<file path="src/rtl/program_loader_pkg.sv">
// -----------------------------------------------------------------------------
// program_loader_pkg
// Shared definitions for the program loader: host command bytes, reply bytes
// and the controller state encoding.
// -----------------------------------------------------------------------------
package program_loader_pkg;

   // Host command bytes (ASCII)
   localparam logic [7:0] CMD_LOAD = 8'h4C;   // 'L'
   localparam logic [7:0] CMD_RUN  = 8'h52;   // 'R'
   localparam logic [7:0] CMD_STEP = 8'h53;   // 'S'
   localparam logic [7:0] CMD_HALT = 8'h48;   // 'H'

   // Reply bytes
   localparam logic [7:0] ACK = 8'h06;
   localparam logic [7:0] NAK = 8'h15;

   typedef enum logic [2:0] {
      IDLE      = 3'd0,
      LOAD_CNT  = 3'd1,
      LOAD_WORD = 3'd2,
      WRITE     = 3'd3,
      RUN       = 3'd4,
      STEP      = 3'd5,
      RESP      = 3'd6
   } state_t;

endpackage

</file>
<file path="src/rtl/program_loader_word_assembler.sv">
// -----------------------------------------------------------------------------
// program_loader_word_assembler
// Collects four bytes, MSB first, into a 32-bit word. The completed word and
// the word_done strobe are presented combinationally in the same cycle as the
// fourth byte, so the caller can act on it at that clock edge.
//
// Ports:
//   clk        system clock
//   reset      synchronous reset, active-low
//   clear      synchronous clear of the byte counter and shift register
//   byte_valid byte_data is valid and should be consumed
//   byte_data  incoming byte
//   word       assembled word (valid when word_done=1)
//   word_done  fourth byte of a word is being consumed this cycle
// -----------------------------------------------------------------------------
module program_loader_word_assembler
   import program_loader_pkg::*;
(
   input  logic        clk,
   input  logic        reset,
   input  logic        clear,
   input  logic        byte_valid,
   input  logic [7:0]  byte_data,
   output logic [31:0] word,
   output logic        word_done
);

   logic [23:0] shift;
   logic [1:0]  count;

   always_ff @(posedge clk) begin
      if (!reset || clear) begin
         shift <= 24'd0;
         count <= 2'd0;
      end else if (byte_valid) begin
         shift <= {shift[15:0], byte_data};
         count <= count + 2'd1;   // wraps 3 -> 0 at the end of each word
      end
   end

   assign word      = {shift, byte_data};
   assign word_done = byte_valid && (count == 2'd3);

endmodule

</file>
<file path="src/rtl/program_loader.sv">
// -----------------------------------------------------------------------------
// program_loader
// Host-side controller for the pipeline: decodes a UART command byte stream,
// loads instruction memory, runs / single-steps / halts the pipeline and
// returns one-byte status replies.
//
// Handshakes:
//   rx: i_rx_valid is a one-cycle strobe with no back-pressure. A byte arriving
//       while a reply is pending or during a memory write cycle is dropped and
//       flags o_rx_overrun (sticky until reset).
//   tx: o_tx_valid/o_tx_data are held stable until a cycle with i_tx_ready=1;
//       the byte is taken on that clock edge.
//
// Ports:
//   i_clk, i_reset                clock, synchronous active-low reset
//   i_rx_data, i_rx_valid         received byte and strobe
//   i_tx_ready                    transmitter can take a byte
//   i_program_end                 pipeline reached HALT (level)
//   o_tx_data, o_tx_valid         reply byte and valid
//   o_write_instruction_mem       one-cycle instruction-memory write strobe
//   o_instruction_mem_addr/_data  write byte address and word
//   o_halt                        1 = pipeline frozen
//   o_rx_overrun                  sticky dropped-byte flag
//   dbg_state                     current controller state
// -----------------------------------------------------------------------------
module program_loader
   import program_loader_pkg::*;
#(
   parameter int MEM_DEPTH = 256,
   parameter int ADDR_W    = 32
) (
   input  logic              i_clk,
   input  logic              i_reset,
   input  logic [7:0]        i_rx_data,
   input  logic              i_rx_valid,
   input  logic              i_tx_ready,
   input  logic              i_program_end,
   output logic [7:0]        o_tx_data,
   output logic              o_tx_valid,
   output logic              o_write_instruction_mem,
   output logic [ADDR_W-1:0] o_instruction_mem_addr,
   output logic [31:0]       o_instruction_mem_data,
   output logic              o_halt,
   output logic              o_rx_overrun,
   output state_t            dbg_state
);

   // One extra bit so that a count of exactly MEM_DEPTH is representable.
   localparam int IDX_W = $clog2(MEM_DEPTH) + 1;
   localparam logic [IDX_W-1:0] IDX_ONE = {{(IDX_W-1){1'b0}}, 1'b1};

   state_t           state;
   logic [IDX_W-1:0] word_idx;
   logic [IDX_W-1:0] word_count;
   logic [IDX_W-1:0] next_idx;
   logic             asm_valid;
   logic             asm_clear;
   logic             word_done;
   logic [31:0]      word;

   // Bytes feed the assembler only while a count or instruction word is being
   // collected; the assembler is held clear in IDLE so every load starts aligned.
   assign asm_valid = i_rx_valid && ((state == LOAD_CNT) || (state == LOAD_WORD));
   assign asm_clear = (state == IDLE);
   assign next_idx  = word_idx + IDX_ONE;
   assign dbg_state = state;

   program_loader_word_assembler u_word_assembler (
      .clk        (i_clk),
      .reset      (i_reset),
      .clear      (asm_clear),
      .byte_valid (asm_valid),
      .byte_data  (i_rx_data),
      .word       (word),
      .word_done  (word_done)
   );

   always_ff @(posedge i_clk) begin
      if (!i_reset) begin
         state                   <= IDLE;
         o_halt                  <= 1'b1;
         o_tx_valid              <= 1'b0;
         o_tx_data               <= 8'd0;
         o_write_instruction_mem <= 1'b0;
         o_instruction_mem_addr  <= '0;
         o_instruction_mem_data  <= 32'd0;
         o_rx_overrun            <= 1'b0;
         word_idx                <= '0;
         word_count              <= '0;
      end else begin
         o_write_instruction_mem <= 1'b0;

         if (i_rx_valid && ((state == RESP) || (state == WRITE)))
            o_rx_overrun <= 1'b1;

         case (state)
            IDLE: begin
               if (i_rx_valid) begin
                  case (i_rx_data)
                     CMD_LOAD: state <= LOAD_CNT;
                     CMD_RUN: begin
                        o_halt <= 1'b0;
                        state  <= RUN;
                     end
                     CMD_STEP: begin
                        if (i_program_end) begin
                           // Already at HALT: nothing to step, acknowledge at once.
                           o_tx_data  <= ACK;
                           o_tx_valid <= 1'b1;
                           state      <= RESP;
                        end else begin
                           o_halt <= 1'b0;
                           state  <= STEP;
                        end
                     end
                     CMD_HALT: begin
                        o_halt     <= 1'b1;
                        o_tx_data  <= ACK;
                        o_tx_valid <= 1'b1;
                        state      <= RESP;
                     end
                     default: begin
                        o_tx_data  <= NAK;
                        o_tx_valid <= 1'b1;
                        state      <= RESP;
                     end
                  endcase
               end
            end

            LOAD_CNT: begin
               if (word_done) begin
                  if (word == 32'd0) begin
                     o_tx_data  <= ACK;
                     o_tx_valid <= 1'b1;
                     state      <= RESP;
                  end else if (word > 32'(MEM_DEPTH)) begin
                     o_tx_data  <= NAK;
                     o_tx_valid <= 1'b1;
                     state      <= RESP;
                  end else begin
                     word_count <= IDX_W'(word);
                     word_idx   <= '0;
                     state      <= LOAD_WORD;
                  end
               end
            end

            LOAD_WORD: begin
               if (word_done) begin
                  o_write_instruction_mem <= 1'b1;
                  o_instruction_mem_addr  <= ADDR_W'(word_idx) << 2;
                  o_instruction_mem_data  <= word;
                  state                   <= WRITE;
               end
            end

            WRITE: begin
               word_idx <= next_idx;
               if (next_idx == word_count) begin
                  o_tx_data  <= ACK;
                  o_tx_valid <= 1'b1;
                  state      <= RESP;
               end else begin
                  state <= LOAD_WORD;
               end
            end

            RUN: begin
               // A simultaneous HALT byte and program end form one end event.
               if (i_program_end || (i_rx_valid && (i_rx_data == CMD_HALT))) begin
                  o_halt     <= 1'b1;
                  o_tx_data  <= ACK;
                  o_tx_valid <= 1'b1;
                  state      <= RESP;
               end
            end

            STEP: begin
               o_halt     <= 1'b1;
               o_tx_data  <= ACK;
               o_tx_valid <= 1'b1;
               state      <= RESP;
            end

            RESP: begin
               if (i_tx_ready) begin
                  o_tx_valid <= 1'b0;
                  state      <= IDLE;
               end
            end

            default: state <= IDLE;
         endcase
      end
   end

endmodule

</file>
<file path="config.mk">
export PLATFORM = sky130hd
export DESIGN_NAME = program_loader
export DESIGN_NICKNAME = d
export VERILOG_FILES = /design/src/rtl/program_loader_pkg.sv /design/src/rtl/program_loader_word_assembler.sv /design/src/rtl/program_loader.sv
export SDC_FILE = /design/constraint.sdc
export NUM_CORES = 1
export LEC_CHECK = 0
export CAP_MARGIN = 20
export CORE_ASPECT_RATIO = 0.9
export CORE_UTILIZATION = 37
export DETAILED_ROUTE_END_ITERATION = 8
export SLEW_MARGIN = 5
export SYNTH_ARGS = -nofsm -noshare
export SYNTH_HDL_FRONTEND = slang
export SYNTH_SLANG_ARGS = --single-unit
</file>
<file path="constraint.sdc">
create_clock -name i_clk -period 5.5 [get_ports i_clk]
set_input_delay 0.55 -clock i_clk [delete_from_list [all_inputs] [get_ports i_clk]]
set_output_delay 0.55 -clock i_clk [all_outputs]
set_load 0.05 [all_outputs]
</file>
After elaboration in Yosys (flattened, before gate mapping)
Cells that the tools add are included.
Widths: inputs -> output; s select.

operators by class
  divide/modulo/power cells = 0
  bitwise operators = 2
  eq/ne operators = 25
  magnitude comparators = 1
  shift operators = 0
  muxes and demuxes = 39
  reductions and logical operators = 24
  add/sub/neg operators = 2
  multiply operators = 0

operators by type and width
  kind                 count
  $mux 8               7
  $pmux 8 s5           1
  $eq 8x7->1 const B   4
  $gt 32x9->1 const B  1
  $logic_not 32->1     1
  $mux 9               3
  $mux 3               8
  $pmux 8 s3           1
  $pmux 3 s7           1
  $pmux 9 s2           1
  $ne 2x2->1 const B   6
  $mux 1               11
  $reduce_and 5->1     2
  $add 9x1->9 const B  1
  $eq 3x3->1 const B   3
  $eq 9x9->1           1
  $pmux 3 s3           1
  $reduce_and 9->1     1
  $reduce_and 4->1     2
  $reduce_and 8->1     1
  $eq 3x2->1 const B   2
  $ne 2x1->1 const B   3
  $ne 3x3->1 const B   2
  $pmux 1 s3           2
  other kinds (19)     27

storage, ports and cells
  flip-flop bits (word level) = 100
  memories = 0
  RAM bits = 0
  output and inout port bits = 79
  ROM bits = 0
  latch bits = 0
  word-level logic and storage cells = 105
  input bits = 13

Longest topological paths before layout
Gate-level depths: netlist of run 1.

  depth in word-level cells = 6
  depth in mapped cells = 9
  depth with buffers taken out = 7

Modules after synthesis
Synthesis of run 1 repeated with hierarchy kept, for this count alone.

unflattened totals
  cells, all modules = 539
  area total of the unflattened synthesis = 4,720.8 sq um

modules (own cells, without submodules)
  module                         area each (sq um)  cells an instance  times used
  program_loader                 3,673.5            444                1
  program_loader_word_assembler  1,047.3            95                 1

Least setup slack after synthesis of run 1
Ideal clock, no wire load.

  kind = reg-to-reg
  start = register state[0] (netlist: dbg_state[0])
  end = register o_tx_data[0]
  required time = 5,384 ps
  path buffers = 1
  arrival time = 2,228 ps
  path slack = 3,156 ps
  setup time = 116 ps
  cell stages (with the launch flop) = 8
  path through = dfxtp_1 -> buf_4 -> nand3b_1 -> nor3_1 -> o2111ai_1 -> or3_2 -> a211o_1 -> o211a_1

between the ends
  word-level cells in the longest chain between the ends = 6
  elaborated cells on any way between the ends = 19
  classes of those cells = eq/ne (12); mux (1); reduce/logical (6)

RTL lines
  item                                             RTL line                                    source
  start, declared                                  program_loader.sv:52                        state_t state;
  start signal, assigned                           program_loader.sv:80                        state <= IDLE;
  start signal, assigned                           program_loader.sv:100                       CMD_LOAD: state <= LOAD_CNT;
  start signal, assigned                           program_loader.sv:103                       state <= RUN;
  $eq 3x1->1 / $eq 3x2->1 (equally long branches)  program_loader.sv:63, program_loader.sv:96
  $logic_or 1x1->1                                 program_loader.sv:63                        assign asm_valid = i_rx_valid && ((state == LOAD_CNT) || (state == LOAD_WORD));
  $logic_and 1x1->1                                program_loader.sv:63
  $logic_and 1x1->1                                program_loader_word_assembler.sv:42         assign word_done = byte_valid && (count == 2'd3);
  $ne 2x1->1 (no line)                             -
  $reduce_and 8->1 (no line)                       -
  end signal, assigned                             program_loader.sv:83                        o_tx_data <= 8'd0;
  end signal, assigned                             program_loader.sv:108                       o_tx_data <= ACK;
  end signal, assigned                             program_loader.sv:118                       o_tx_data <= ACK;
  end, declared                                    program_loader.sv:38                        output logic [7:0] o_tx_data,

Parallel ways exist; a longest one is shown, timed or not.
A chain may end at the register's enable or synchronous reset.

Worst setup path in the final report of run 1
  start = register state[1] (netlist: dbg_state[1])
  end = register o_instruction_mem_data[1]

between the ends
  word-level cells in the longest chain between the ends = 5
  elaborated cells on any way between the ends = 6
  classes of those cells = eq/ne (2); reduce/logical (4)

RTL lines
  item                                             RTL line                                    source
  $eq 3x1->1 / $eq 3x2->1 (equally long branches)  program_loader.sv:63, program_loader.sv:96
  $logic_or 1x1->1                                 program_loader.sv:63
  $logic_and 1x1->1                                program_loader.sv:63
  $logic_and 1x1->1                                program_loader_word_assembler.sv:42
  $reduce_and 2->1 (no line) *                     -
  end signal, assigned                             program_loader.sv:153                       o_instruction_mem_data <= word;
  end, declared                                    program_loader.sv:42                        output logic [31:0] o_instruction_mem_data,

Mark *: on every way between the ends. The rest lies on a longest branch, timed or not.

==> results of run 1 <==
==> stage by stage <==
| stage | setup slack, ps | utilization | instance area [sq um] |
|---|---|---|---|
| after floorplan | 3156 | - | 4438 |
| after global placement | 2462 | 0.4276 | 4890 |
| after detailed placement | 2457 | 0.4276 | 4890 |
| after CTS | 2667 | 0.4545 | 5197 |
| after global routing | 2334 | 0.4545 | 5197 |
| final | 2706 | 0.4545 | 5197 |
==> cell type report <==
cell class / count / share of cell area
clock buffers: 12 / 0.04935
clock inverters: 4 / 0.009870
inverters: 6 / 0.004333
multi-input cells: 406 / 0.4054
flip-flops and latches: 95 / 0.3659
well taps: 156 / 0.03755
repair buffers: 67 / 0.1276
==> cell usage in the layout (no fill, tap or decap), types with 3 or more instances in the layout <==
master | netlist | final
sky130_fd_sc_hd__nor4_1 | 9 | 9
sky130_fd_sc_hd__nand3b_1 | 3 | 3
sky130_fd_sc_hd__xor2_1 | 8 | 8
sky130_fd_sc_hd__inv_1 | 5 | 5
sky130_fd_sc_hd__a31oi_1 | 10 | 10
sky130_fd_sc_hd__nand2_1 | 147 | 147
sky130_fd_sc_hd__o211ai_1 | 5 | 5
sky130_fd_sc_hd__conb_1 | 1 | 27
sky130_fd_sc_hd__and3_1 | 6 | 6
sky130_fd_sc_hd__o21ai_0 | 8 | 8
sky130_fd_sc_hd__buf_4 | 30 | 3
sky130_fd_sc_hd__mux2i_1 | 9 | 9
sky130_fd_sc_hd__or3_1 | 3 | 3
sky130_fd_sc_hd__clkbuf_16 | 0 | 9
sky130_fd_sc_hd__nand3_1 | 14 | 14
sky130_fd_sc_hd__nand4_1 | 4 | 4
sky130_fd_sc_hd__a21oi_1 | 76 | 76
sky130_fd_sc_hd__and4_1 | 3 | 3
sky130_fd_sc_hd__dfxtp_1 | 95 | 95
sky130_fd_sc_hd__o21a_1 | 5 | 5
sky130_fd_sc_hd__nor2_1 | 25 | 25
sky130_fd_sc_hd__xnor2_1 | 5 | 5
sky130_fd_sc_hd__a211oi_1 | 5 | 5
sky130_fd_sc_hd__clkdlybuf4s50_1 | 0 | 64
==> kinds of logic (layout without fill, tap and decap cells) <==
group,after synthesis,in the layout,synth area share
simple gates,229,229,0.2361
compound gates,126,126,0.1733
flops,95,95,0.4382
buf+inv,72,89,0.09888
xor+xnor,13,13,0.02623
mux,9,9,0.02076
fa+ha+maj,2,2,0.005764
other cells,1,27,0.0008640
==> state kept, by name, summed over array words and instances (netlist names) <==
| register | cells |
|---|---|
| dbg_state | 3 |
| o_tx_data | 3 |
| o_rx_overrun | 1 |
| u_word_assembler.count | 2 |
| o_write_instruction_mem | 1 |
| o_instruction_mem_addr | 9 |
| o_halt | 1 |
| u_word_assembler.shift | 24 |
| o_instruction_mem_data | 32 |
| word_count | 9 |
| o_tx_valid | 1 |
| word_idx | 9 |
==> tightest hold or removal path: stages, from the launching register on <==
cell	delay [ps]
sky130_fd_sc_hd__dfxtp_1	310
sky130_fd_sc_hd__nand2_1	50
sky130_fd_sc_hd__a21oi_1	50
==> power groups by stage <==
stage / combinational, mW / sequential (mW) / clock (mW)
after CTS: 0.473 / 0.778 / 0.658
after global placement: 0.469 / 0.794 / 0
final: 0.472 / 0.777 / 0.644
after global routing: 0.513 / 0.786 / 0.688
after floorplan: 0.335 / 0.837 / 0
after detailed placement: 0.471 / 0.794 / 0
==> worst paths after layout <==
path | to | cells after the start | from | slack [ps]
worst max register to register | o_instruction_mem_data[1] | 6 | dbg_state[1] | 2710
worst min-delay path | o_instruction_mem_data[30] | 2 | o_instruction_mem_data[30] | 450
worst min register to register | o_instruction_mem_data[30] | 2 | o_instruction_mem_data[30] | 450
worst max-delay path | o_instruction_mem_data[1] | 6 | dbg_state[1] | 2710
==> metal layers <==
layer,vias to the layer above,GRT usage,wire (um)
li1,1887,-,-
met1,1803,0.2594,5128
met2,117,0.2798,4702
met3,10,0.04466,608
met4,0,0.04853,106
met5,-,0,0
==> results by group, run 1 <==
Synth
  • Post-synth top flop: sky130_fd_sc_hd__dfxtp_1
  • Dominant cells by area after synthesis: sky130_fd_sc_hd__dfxtp_1 (44%), sky130_fd_sc_hd__nand2_1 (13%), sky130_fd_sc_hd__a21oi_1 (8.8%)
  • Synthesized area per cell: between 7 and 8 sq um
  • Post-Synthesis Cells: about 550
  • Most frequent cells after synthesis: sky130_fd_sc_hd__nand2_1 (147), sky130_fd_sc_hd__dfxtp_1 (95), sky130_fd_sc_hd__a21oi_1 (76)
  • Portion of synthesized cell area occupied by the leading cell type: 0.4382
  • Number of storage elements in the synthesis netlist: 95
  • Number of flops mapped to enable cells by yosys: 0
  • Sequential-to-total area share from yosys stat: 0.4382
  • Ys async rst share: 0
  • Largest area contributor in the netlist: sky130_fd_sc_hd__dfxtp_1
  • Cell area after synthesis: 4340 sq um
  • Unique cell type count in the Yosys netlist: a little under 60
  • Most common cell in the netlist: sky130_fd_sc_hd__nand2_1
  • Syn. warnings: 0

Layout
  • Layout overhead on the synthesized area: 19.75%
  • Final antenna diode count: 0
  • Final-stage net count: 600
  • Layout cells sized above 1: 0.05085
  • Non-filler cells in the finished layout: 746
  • Filler cell count: roughly 1100
  • Footprint of the flip-flops and latches: 1902 sq um
  • Footprint of the multi-input gates: about 2100 sq um

Route
  • Average wire length per cell after detail routing: 14.14 um
  • 1st-iter DRT viols: 228
  • Final routed DRC violation total: 2
  • Avg Vias per Cell: 5.117
  • Post-route antenna net violation count: 0
  • First-pass iteration count of the detailed router: 7
  • Detailed Route WL: 10.55 mm
  • Vias: 3817

Pwr
  • Clock group share of total power: 0.340
  • Worst IR drop on VDD: 0.2288 mV
  • Cell Pwr Density: 364.4 nW/um^2
  • Leakage: 1.845 nW
  • Switching share of total power: 0.3460
  • Sequential Power Share: 0.410
  • Internal Power: 1.239 mW
  • Net Switching: 0.6554 mW
  • Part of the power in combinational logic: 0.249
  • Overall power of the completed layout: 1.894 mW

GRT
  • Initial antenna violation count: 0
  • Largest net degree at the start of global routing: slightly above 60
  • Aggregate global routing overflow: 0
  • First-pass GRT wire length: 17.59 mm
  • Global-route usage over all layers: 0.1845
  • Number of global-route vias before repair: 3490

CTS
  • Total clock buffers created by CTS: 9
  • Clock tree root driver cell: sky130_fd_sc_hd__clkbuf_16
  • CTS-repair resized insts: 0
  • Clk buf depth: 2
  • Number of hold buffers added after cts: 0
  • CTS tree: built
  • Count of buffers added by post-CTS timing repair for setup: 0
  • CTS HTree Levels: 3
  • Worst-Skew Late Latency: around 340 ps
  • Clock slew seen by the registers of the worst setup and hold paths: 70 ps
  • TritonCTS Sinks: 95

Die
  • Number of cell rows: 37
  • Vertical die dimension: 104.8 um
  • Placeable core region: 11430 sq um
  • Width of the die: about 120 um
  • Boundary Pins: 92
  • Die Outline Area: 12170 sq um
  • Initial Util: 0.3796

Min path
  • Worst min-delay path category: reg -> reg

Critical path
  • Max stage delay cell, worst path: sky130_fd_sc_hd__and3_1
  • Kind of cell adding the most delay to the critical path: simple AND/OR/NAND/NOR gates
  • Crit path capture type: flip-flop
  • Critical path's largest stage delay: 870 ps
  • Most repeated library cell on the critical path: sky130_fd_sc_hd__and3_1
  • CP cell instances: xor2_1 > and3_1 > and3_1 > buf_4 > nand2_1 > a21oi_1
  • Kind of start point of the critical path: flip-flop
  • Largest fanout on the critical path: 40
  • Data arrival time of the critical path: 3060 ps
  • Required time worst endpoint: between 5000 and 6000 ps
  • Worst setup path category: reg -> reg
  • Number of buffer and inverter instances along the worst setup path: 1

Place
  • GP Congestion: approximately 0.84
  • Port-buffer cells: 64
  • Post-detail-place hpwl: about 7.2 mm
  • Number of instances in the placed design: 730

STA
  • Maximum clock rate: 0.3579 GHz
  • Period utilisation layout: 0.5081
  • Post-route setup TNS: 0 ps
  • Unrepaired setup endpoints after global routing: false
  • Final critical path time including I/O delays and setup: about 2800 ps
  • Number of setup violations in the final report: 0
  • Number of failing hold endpoints at the final stage: 0
  • Normalized max-slew margin: 0.3065
  • Worst Max-Slew Pin Slew: 1040 ps
  • Clock skew: 10.58 ps
  • Number of max-slew violations in the final report: 0
  • Worst hold margin: ~450 ps

Flow run
  • Number of max-cap violations: 0

Outcome
  • Outcome: finished, violations left
  • Failing checks: design-rule violations
Note: power is estimated with default switching activity, not from simulation.
==> run 2, diff against run 1 <==
==> constraint.sdc (replaced) <==
create_clock -name i_clk -period 2.6 [get_ports i_clk]
set_input_delay 0.26 -clock i_clk [delete_from_list [all_inputs] [get_ports i_clk]]
set_output_delay 0.26 -clock i_clk [all_outputs]
set_load 0.05 [all_outputs]
==> run 2 against run 1 <==
  * The flow still finishes with violations (design-rule violations)
  * Count of clock-buffer cells in the layout is 1 lower
  * Core utilization up 1.5 points
  * Total power rose by 120%
  * Sequential power grew 100%
  * Via count increased by 2.1%
  * Critical path depth up 1
  * Clock skew decreased by 3.2 ps
  * Cell count up 2.5%
  * Global-route usage fell by 0.27 points
  * Design area is 3.3% higher
==> results by group, run 2 (synthesis gave the netlist of run 1 again) <==
Route
  • Detailed Route WL: 10.70 mm (+1.4%)
  • First-pass iteration count of the detailed router: 7 (unchanged)
  • Post-route antenna net violation count: 0 (unchanged)
  • 1st-iter DRT viols: 231 (+1.3%)
  • Average wire length per cell after detail routing: 13.98 um (-1.1%)
  • Final routed DRC violation total: 2 (unchanged)
  • Vias: 3897 (+2.1%)
  • Avg Vias per Cell: 5.094 (-0.44%)

Layout
  • Most common cell after layout, fill and taps aside: sky130_fd_sc_hd__nand2_1
  • Layout overhead on the synthesized area: 23.75%
  • Max reg flops: 32 (unchanged)
  • Final-stage net count: 621 (+3.5%)
  • Register with the most flip-flops: o_instruction_mem_data
  • Final antenna diode count: 0 (unchanged)
  • Commonest cells after routing, fill and taps aside: sky130_fd_sc_hd__nand2_1 (147), sky130_fd_sc_hd__dfxtp_1 (95), sky130_fd_sc_hd__a21oi_1 (76), sky130_fd_sc_hd__clkdlybuf4s50_1 (64), sky130_fd_sc_hd__conb_1 (27)
  • Largest registers ranked by flip-flop count: o_instruction_mem_data: 32 flops, u_word_assembler.shift: 24 flops
  • Layout cells sized above 1: 0.08046 (+0.02961)

Critical path
  • CP cell instances: ha_1 > and3_1 > and4_1 > o2111ai_1 > or3_2 > a211o_1 > o211a_1
  • Worst setup slack for register-to-register paths: 280 ps (-2430 ps)
  • Number of buffer and inverter instances along the worst setup path: 0 (-1)
  • Kind of start point of the critical path: flip-flop
  • Max stage delay cell, worst path: sky130_fd_sc_hd__or3_2
  • Worst setup path category: reg -> reg
  • Kind of cell adding the most delay to the critical path: simple AND/OR/NAND/NOR gates
  • Depth of the worst register-to-register path: 7 (+1)
  • Required time worst endpoint: 2840 ps (-2930 ps)
  • Crit path capture type: flip-flop
  • Endpoint of the worst-slack reg-to-reg timing path: o_tx_data[0]
  • Start of the worst register-to-register path: word_idx[1]
  • Critical path's largest stage delay: 480 ps (-390 ps)
  • Data arrival time of the critical path: 2560 ps (-500 ps)
  • Largest fanout on the critical path: 7 (-83%)

Flow run
  • Number of max-cap violations: 0 (unchanged)

Die
  • Width of the die: 116.2 um (unchanged)
  • Number of cell rows: 37 (unchanged)
  • Boundary Pins: 92 (unchanged)
  • Vertical die dimension: 104.8 um (unchanged)
  • Die Outline Area: 12170 sq um (unchanged)
  • Initial Util: 0.3796 (unchanged)
  • Placeable core region: 11430 sq um (unchanged)

CTS
  • TritonCTS Sinks: 95 (unchanged)
  • Clk buf depth: 2 (unchanged)
  • Count of buffers added by post-CTS timing repair for setup: 0 (unchanged)
  • Clock tree root driver cell: sky130_fd_sc_hd__clkbuf_16
  • Number of hold buffers added after cts: 0 (unchanged)
  • Clock slew seen by the registers of the worst setup and hold paths: 60 ps (about the same)
  • CTS HTree Levels: 3 (unchanged)
  • CTS-repair resized insts: 0 (unchanged)
  • CTS tree: built
  • Total clock buffers created by CTS: 9 (unchanged)
  • Worst-Skew Late Latency: 340 ps (about the same)

Outcome
  • Failing checks: design-rule violations
  • Outcome: finished, violations left

Place
  • Post-detail-place hpwl: 7.637 mm (+5.7%)
  • Worst slack after detailed placement: 10.88 ps (-2446 ps)
  • Port-buffer cells: 64 (unchanged)
  • GP Congestion: 0.8591 (+2.2%)

STA
  • Period utilisation layout: 0.8930 (+0.3849)
  • Unrepaired setup endpoints after global routing: false
  • Worst Max-Slew Pin Slew: 889.5 ps (-150.8 ps)
  • Final critical path time including I/O delays and setup: 2322 ps (-472.7 ps)
  • Maximum clock rate: 0.4307 GHz (+20%)
  • Clock skew: 7.330 ps (-3.249 ps)
  • Final setup margin: 278.2 ps (-2427 ps)
  • Post-route setup TNS: 0 ps (unchanged)
  • Normalized max-slew margin: 0.4056 (+0.09907)
  • Number of setup violations in the final report: 0 (unchanged)
  • Number of max-slew violations in the final report: 0 (unchanged)
  • Number of failing hold endpoints at the final stage: 0 (unchanged)

Pwr
  • Leakage: 1.953 nW (+5.9%)
  • Worst IR drop on VDD: 0.3274 mV (+43%)
  • Cell Pwr Density: 768.7 nW/um^2 (+110%)

GRT
  • Largest net degree at the start of global routing: 42 (-32%)
  • First-pass GRT wire length: 17.31 mm (-1.6%)
  • Initial antenna violation count: 0 (unchanged)
  • Aggregate global routing overflow: 0 (unchanged)
  • Number of global-route vias before repair: 3407 (-2.4%)
  • Global-route usage over all layers: 0.1818 (-0.002742)

Min path
  • Min-delay src: o_instruction_mem_data[18]
  • End of the worst hold path: o_instruction_mem_data[18]
  • Worst min-delay path category: reg -> reg
  • Hold path depth: 2 (unchanged)
[run 2: cell count changes in the layout (fill, tap and decap cells not counted)]
cell                         before  now
sky130_fd_sc_hd__clkinvlp_4       1    0
sky130_fd_sc_hd__clkinv_2         1    0
sky130_fd_sc_hd__clkbuf_8         2    1
sky130_fd_sc_hd__clkinv_4         0    1
sky130_fd_sc_hd__inv_6            1    0
sky130_fd_sc_hd__bufinv_16        1    2
sky130_fd_sc_hd__buf_4            3   23
sky130_fd_sc_hd__buf_12           0    1
[run 2: worst reg2reg max path, stage by stage, from the launching register on]
cell	delay, ps
sky130_fd_sc_hd__dfxtp_1	330
sky130_fd_sc_hd__ha_1	300
sky130_fd_sc_hd__and3_1	340
sky130_fd_sc_hd__and4_1	250
sky130_fd_sc_hd__o2111ai_1	100
sky130_fd_sc_hd__or3_2	480
sky130_fd_sc_hd__a211o_1	300
sky130_fd_sc_hd__o211a_1	130
[run 2: report_power, final]
group / total, mW / leakage [nW] / internal [mW] / switching [mW]
combinational: 1.16 / 1.03 / 0.364 / 0.792
sequential: 1.57 / 0.767 / 1.52 / 0.0481
clock: 1.40 / 0.152 / 0.860 / 0.540
total: 4.13 / 1.95 / 2.75 / 1.38
[run 2: final cells by class]
cell class	count	area, sq um
tap	156	195.2
multi-input combinational	406	2107
sequential	95	1902
inverter	6	22.52
timing repair buffer	88	833.3
fill	1127	6063
clock inverter	3	68.82
clock buffer	11	242.7
[run 2: routing by layer]
metal	global-route usage	up-vias	wire [um]
met3	0.04234	13	749
li1	-	1919	-
met5	0	-	0
met1	0.2625	1832	5150
met2	0.2679	133	4685
met4	0.04945	0	112
[run 2: worst max-delay path by stage]
stage / startpoint / end / slack (ps) / depth (start not counted)
6_report: word_idx[1] / o_tx_data[0] / 280 / 7
5_1_grt: word_idx[1] / o_tx_data[1] / 110 / 7
4_1_cts: word_idx[0] / o_tx_data[1] / 270 / 7
3_5_place_dp: i_rx_data[2] / o_tx_data[0] / 10 / 7
3_3_place_gp: i_rx_data[2] / o_tx_data[0] / 40 / 7
2_1_floorplan: dbg_state[0] / o_tx_data[0] / 260 / 7
[run 2: per-stage QoR]
step / total power, mW / instance area (sq um) / hold slack (ps) / utilization / cells
after global routing: 4.325 / 5371 / 481.0 / 0.4697 / 765
after CTS: 4.162 / 5371 / 455.6 / 0.4697 / 765
after floorplan: 2.479 / 4438 / 396.0 / - / 573
after detailed placement: 2.758 / 5060 / 446.3 / 0.4425 / 751
final: 4.129 / 5371 / 452.8 / 0.4697 / 765
after global placement: 2.746 / 5060 / 444.3 / 0.4425 / 751
==> run 3, diff against run 2 <==
--- a/config.mk
+++ b/config.mk
@@ -7,8 +7,9 @@
 export LEC_CHECK = 0
 export CAP_MARGIN = 20
 export CORE_ASPECT_RATIO = 0.9
-export CORE_UTILIZATION = 37
+export CORE_UTILIZATION = 55
 export DETAILED_ROUTE_END_ITERATION = 8
+export PLACE_DENSITY = 0.85
 export SLEW_MARGIN = 5
 export SYNTH_ARGS = -nofsm -noshare
 export SYNTH_HDL_FRONTEND = slang
==> constraint.sdc (replaced) <==
create_clock -name i_clk -period 2.9 [get_ports i_clk]
set_input_delay 0.29 -clock i_clk [delete_from_list [all_inputs] [get_ports i_clk]]
set_output_delay 0.29 -clock i_clk [all_outputs]
set_load 0.05 [all_outputs]
==> run 3 against run 2 <==
  * The flow now finishes without violations
  * Combinational power shrank 15%
  * Non-clock buffer count shrank 14
  * Flip-flop and latch count is the same
  * Maximum frequency shrank 6.1%
  * Setup slack gained 150 ps
  * Via count grew 2.4%
  * Largest cell class unchanged
  * Largest power group unchanged
  * Highest routed layer unchanged
==> results by group, run 3 (synthesis gave the netlist of run 1 again) <==
Pwr
  • Leakage: 1.833 nW (-6.1%)
  • Cell Pwr Density: 654.4 nW/um^2 (-15%)
  • Worst IR drop on VDD: 0.3985 mV (+22%)
  • Overall power of the completed layout: 3.327 mW (-19%)

Place
  • Worst slack after detailed placement: 175.2 ps (+164.3 ps)
  • Post-detail-place hpwl: 7.517 mm (-1.6%)
  • GP Congestion: 0.8881 (+3.4%)
  • Port-buffer cells: 64 (unchanged)

Die
  • Placeable core region: 7582 sq um (-34%)
  • Width of the die: 95.64 um (-18%)
  • Boundary Pins: 92 (unchanged)
  • Number of cell rows: 30 (-19%)
  • Die Outline Area: 8251 sq um (-32%)
  • Vertical die dimension: 86.28 um (-18%)
  • Initial Util: 0.5724 (+0.1929)

Min path
  • Min-delay src: o_instruction_mem_data[16]
  • Worst min-delay path category: reg -> reg

Layout
  • Footprint of the multi-input gates: 2107 sq um (unchanged)
  • Layout cells sized above 1: 0.06208 (-0.01838)
  • Final antenna diode count: 0 (unchanged)
  • Utilization after layout: 0.6706 (+0.2009)
  • Footprint of the flip-flops and latches: 1902 sq um (unchanged)
  • Largest registers ranked by flip-flop count: o_instruction_mem_data: 32 flops, u_word_assembler.shift: 24 flops
  • Most common cell after layout, fill and taps aside: sky130_fd_sc_hd__nand2_1
  • Commonest cells after routing, fill and taps aside: sky130_fd_sc_hd__nand2_1 (147), sky130_fd_sc_hd__dfxtp_1 (95), sky130_fd_sc_hd__a21oi_1 (76), sky130_fd_sc_hd__clkdlybuf4s50_1 (64), sky130_fd_sc_hd__conb_1 (27)
  • Register with the most flip-flops: o_instruction_mem_data
  • Layout overhead on the synthesized area: 17.15%
  • Max reg flops: 32 (unchanged)
  • Filler cell count: 622 (-45%)
  • Final-stage net count: 607 (-2.3%)

GRT
  • First-pass GRT wire length: 16.98 mm (-1.9%)
  • Aggregate global routing overflow: 0 (unchanged)
  • Initial antenna violation count: 0 (unchanged)
  • Largest net degree at the start of global routing: 56 (+33%)
  • Number of global-route vias before repair: 3570 (+4.8%)
  • Global-route usage over all layers: 0.2653 (+0.08354)

CTS
  • Count of buffers added by post-CTS timing repair for setup: 0 (unchanged)
  • CTS tree: built
  • Clk buf depth: 2 (unchanged)
  • CTS-repair resized insts: 0 (unchanged)
  • Clock tree root driver cell: sky130_fd_sc_hd__clkbuf_8
  • Number of hold buffers added after cts: 0 (unchanged)
  • Worst-Skew Late Latency: 360 ps (+20 ps)
  • Total clock buffers created by CTS: 9 (unchanged)
  • TritonCTS Sinks: 95 (unchanged)
  • CTS HTree Levels: 3 (unchanged)
  • Clock slew seen by the registers of the worst setup and hold paths: 90 ps (+30 ps)

Route
  • 1st-iter DRT viols: 238 (+3.0%)
  • Vias: 3991 (+2.4%)
  • First-pass iteration count of the detailed router: 5 (-2)
  • Avg Vias per Cell: 5.767 (+13%)
  • Post-route antenna net violation count: 0 (unchanged)
  • Average wire length per cell after detail routing: 15.39 um (+10%)
  • Detailed Route WL: 10.65 mm (-0.42%)
  • Final routed DRC violation total: 0 (-2)

STA
  • Clock skew: 7.695 ps (+0.3645 ps)
  • Unrepaired setup endpoints after global routing: false
  • Post-route setup TNS: 0 ps (unchanged)
  • Final setup margin: 426.4 ps (+148.1 ps)
  • Worst hold margin: 458.4 ps (+5.611 ps)
  • Normalized max-slew margin: 0.3893 (-0.01625)
  • Number of failing hold endpoints at the final stage: 0 (unchanged)
  • Worst Max-Slew Pin Slew: 913.8 ps (+24.32 ps)
  • Number of max-slew violations in the final report: 0 (unchanged)
  • Final critical path time including I/O delays and setup: 2474 ps (+151.9 ps)
  • Maximum clock rate: 0.4043 GHz (-6.1%)
  • Number of setup violations in the final report: 0 (unchanged)
  • Period utilisation layout: 0.8530 (-0.04001)

Critical path
  • Largest fanout on the critical path: 7 (unchanged)
  • Critical path's largest stage delay: 470 ps (about the same)
  • Worst setup path category: reg -> reg
  • CP cell instances: ha_1 > and3_1 > and4_1 > o2111ai_1 > or3_2 > a211o_1 > o211a_1
  • Required time worst endpoint: 3160 ps (+320 ps)
  • Max stage delay cell, worst path: sky130_fd_sc_hd__or3_2
  • Start of the worst register-to-register path: word_idx[1]
  • Number of buffer and inverter instances along the worst setup path: 0 (unchanged)
  • CP startpoint: word_idx[1]
  • Crit path capture type: flip-flop
  • Data arrival time of the critical path: 2730 ps (+170 ps)
  • Kind of cell adding the most delay to the critical path: simple AND/OR/NAND/NOR gates
  • Kind of start point of the critical path: flip-flop

Flow run
  • Number of max-cap violations: 0 (unchanged)

Outcome
  • Outcome: finished, final reports clean
==> run 3: cell count changes in the layout (fill, tap and decap cells not counted), sizes merged <==
cell,delta
bufinv,-1
buf,-14
clkinvlp,+2
clkinv,-1
inv,+1
==> run 3: report_power, final <==
group          internal [mW]  switching, mW  total [mW]
Combinational          0.299          0.690       0.989
Sequential              1.36         0.0661        1.43
Clock                  0.444          0.463       0.908
==> run 3: layout make-up <==
| cell class | instances | share of cell area |
|---|---|---|
| clock inverter | 4 | 0.01058 |
| sequential | 95 | 0.3740 |
| tap | 96 | 0.02362 |
| clock buffer | 11 | 0.02977 |
| multi-input combinational | 406 | 0.4144 |
| timing repair buffer | 74 | 0.1432 |
| inverter | 6 | 0.004429 |
==> run 3: tightest hold or removal path, delay by kind of cell, from the launching register on <==
| kind | cells | cell delay, ps |
|---|---|---|
| AO/OA/AOI/OAI | 1 | 50 |
| AND/OR/NAND/NOR | 1 | 50 |
| flip-flops | 1 | 320 |
==> run 3: worst paths after layout <==
kind | slack (ps) | cells after the start | end
worst min-delay path | 460 | 2 | o_instruction_mem_data[16]
worst max-delay path | 430 | 7 | o_tx_data[0]
worst min register to register | 460 | 2 | o_instruction_mem_data[16]
worst max register to register | 430 | 7 | o_tx_data[0]
==> run 3: per-stage QoR <==
stage,cells,instance area [sq um]
CTS,692,5085
floorplan,573,4438
detailed placement,677,4880
global route,692,5085
global placement,677,4880
finish,692,5085
==> run 3: layer usage <==
layer	track usage	vias up	wire length [um]
met1	0.3440	1879	4631
met2	0.4390	190	5058
met3	0.05439	23	749
met4	0.09091	0	212
met5	0	-	0
li1	-	1899	-
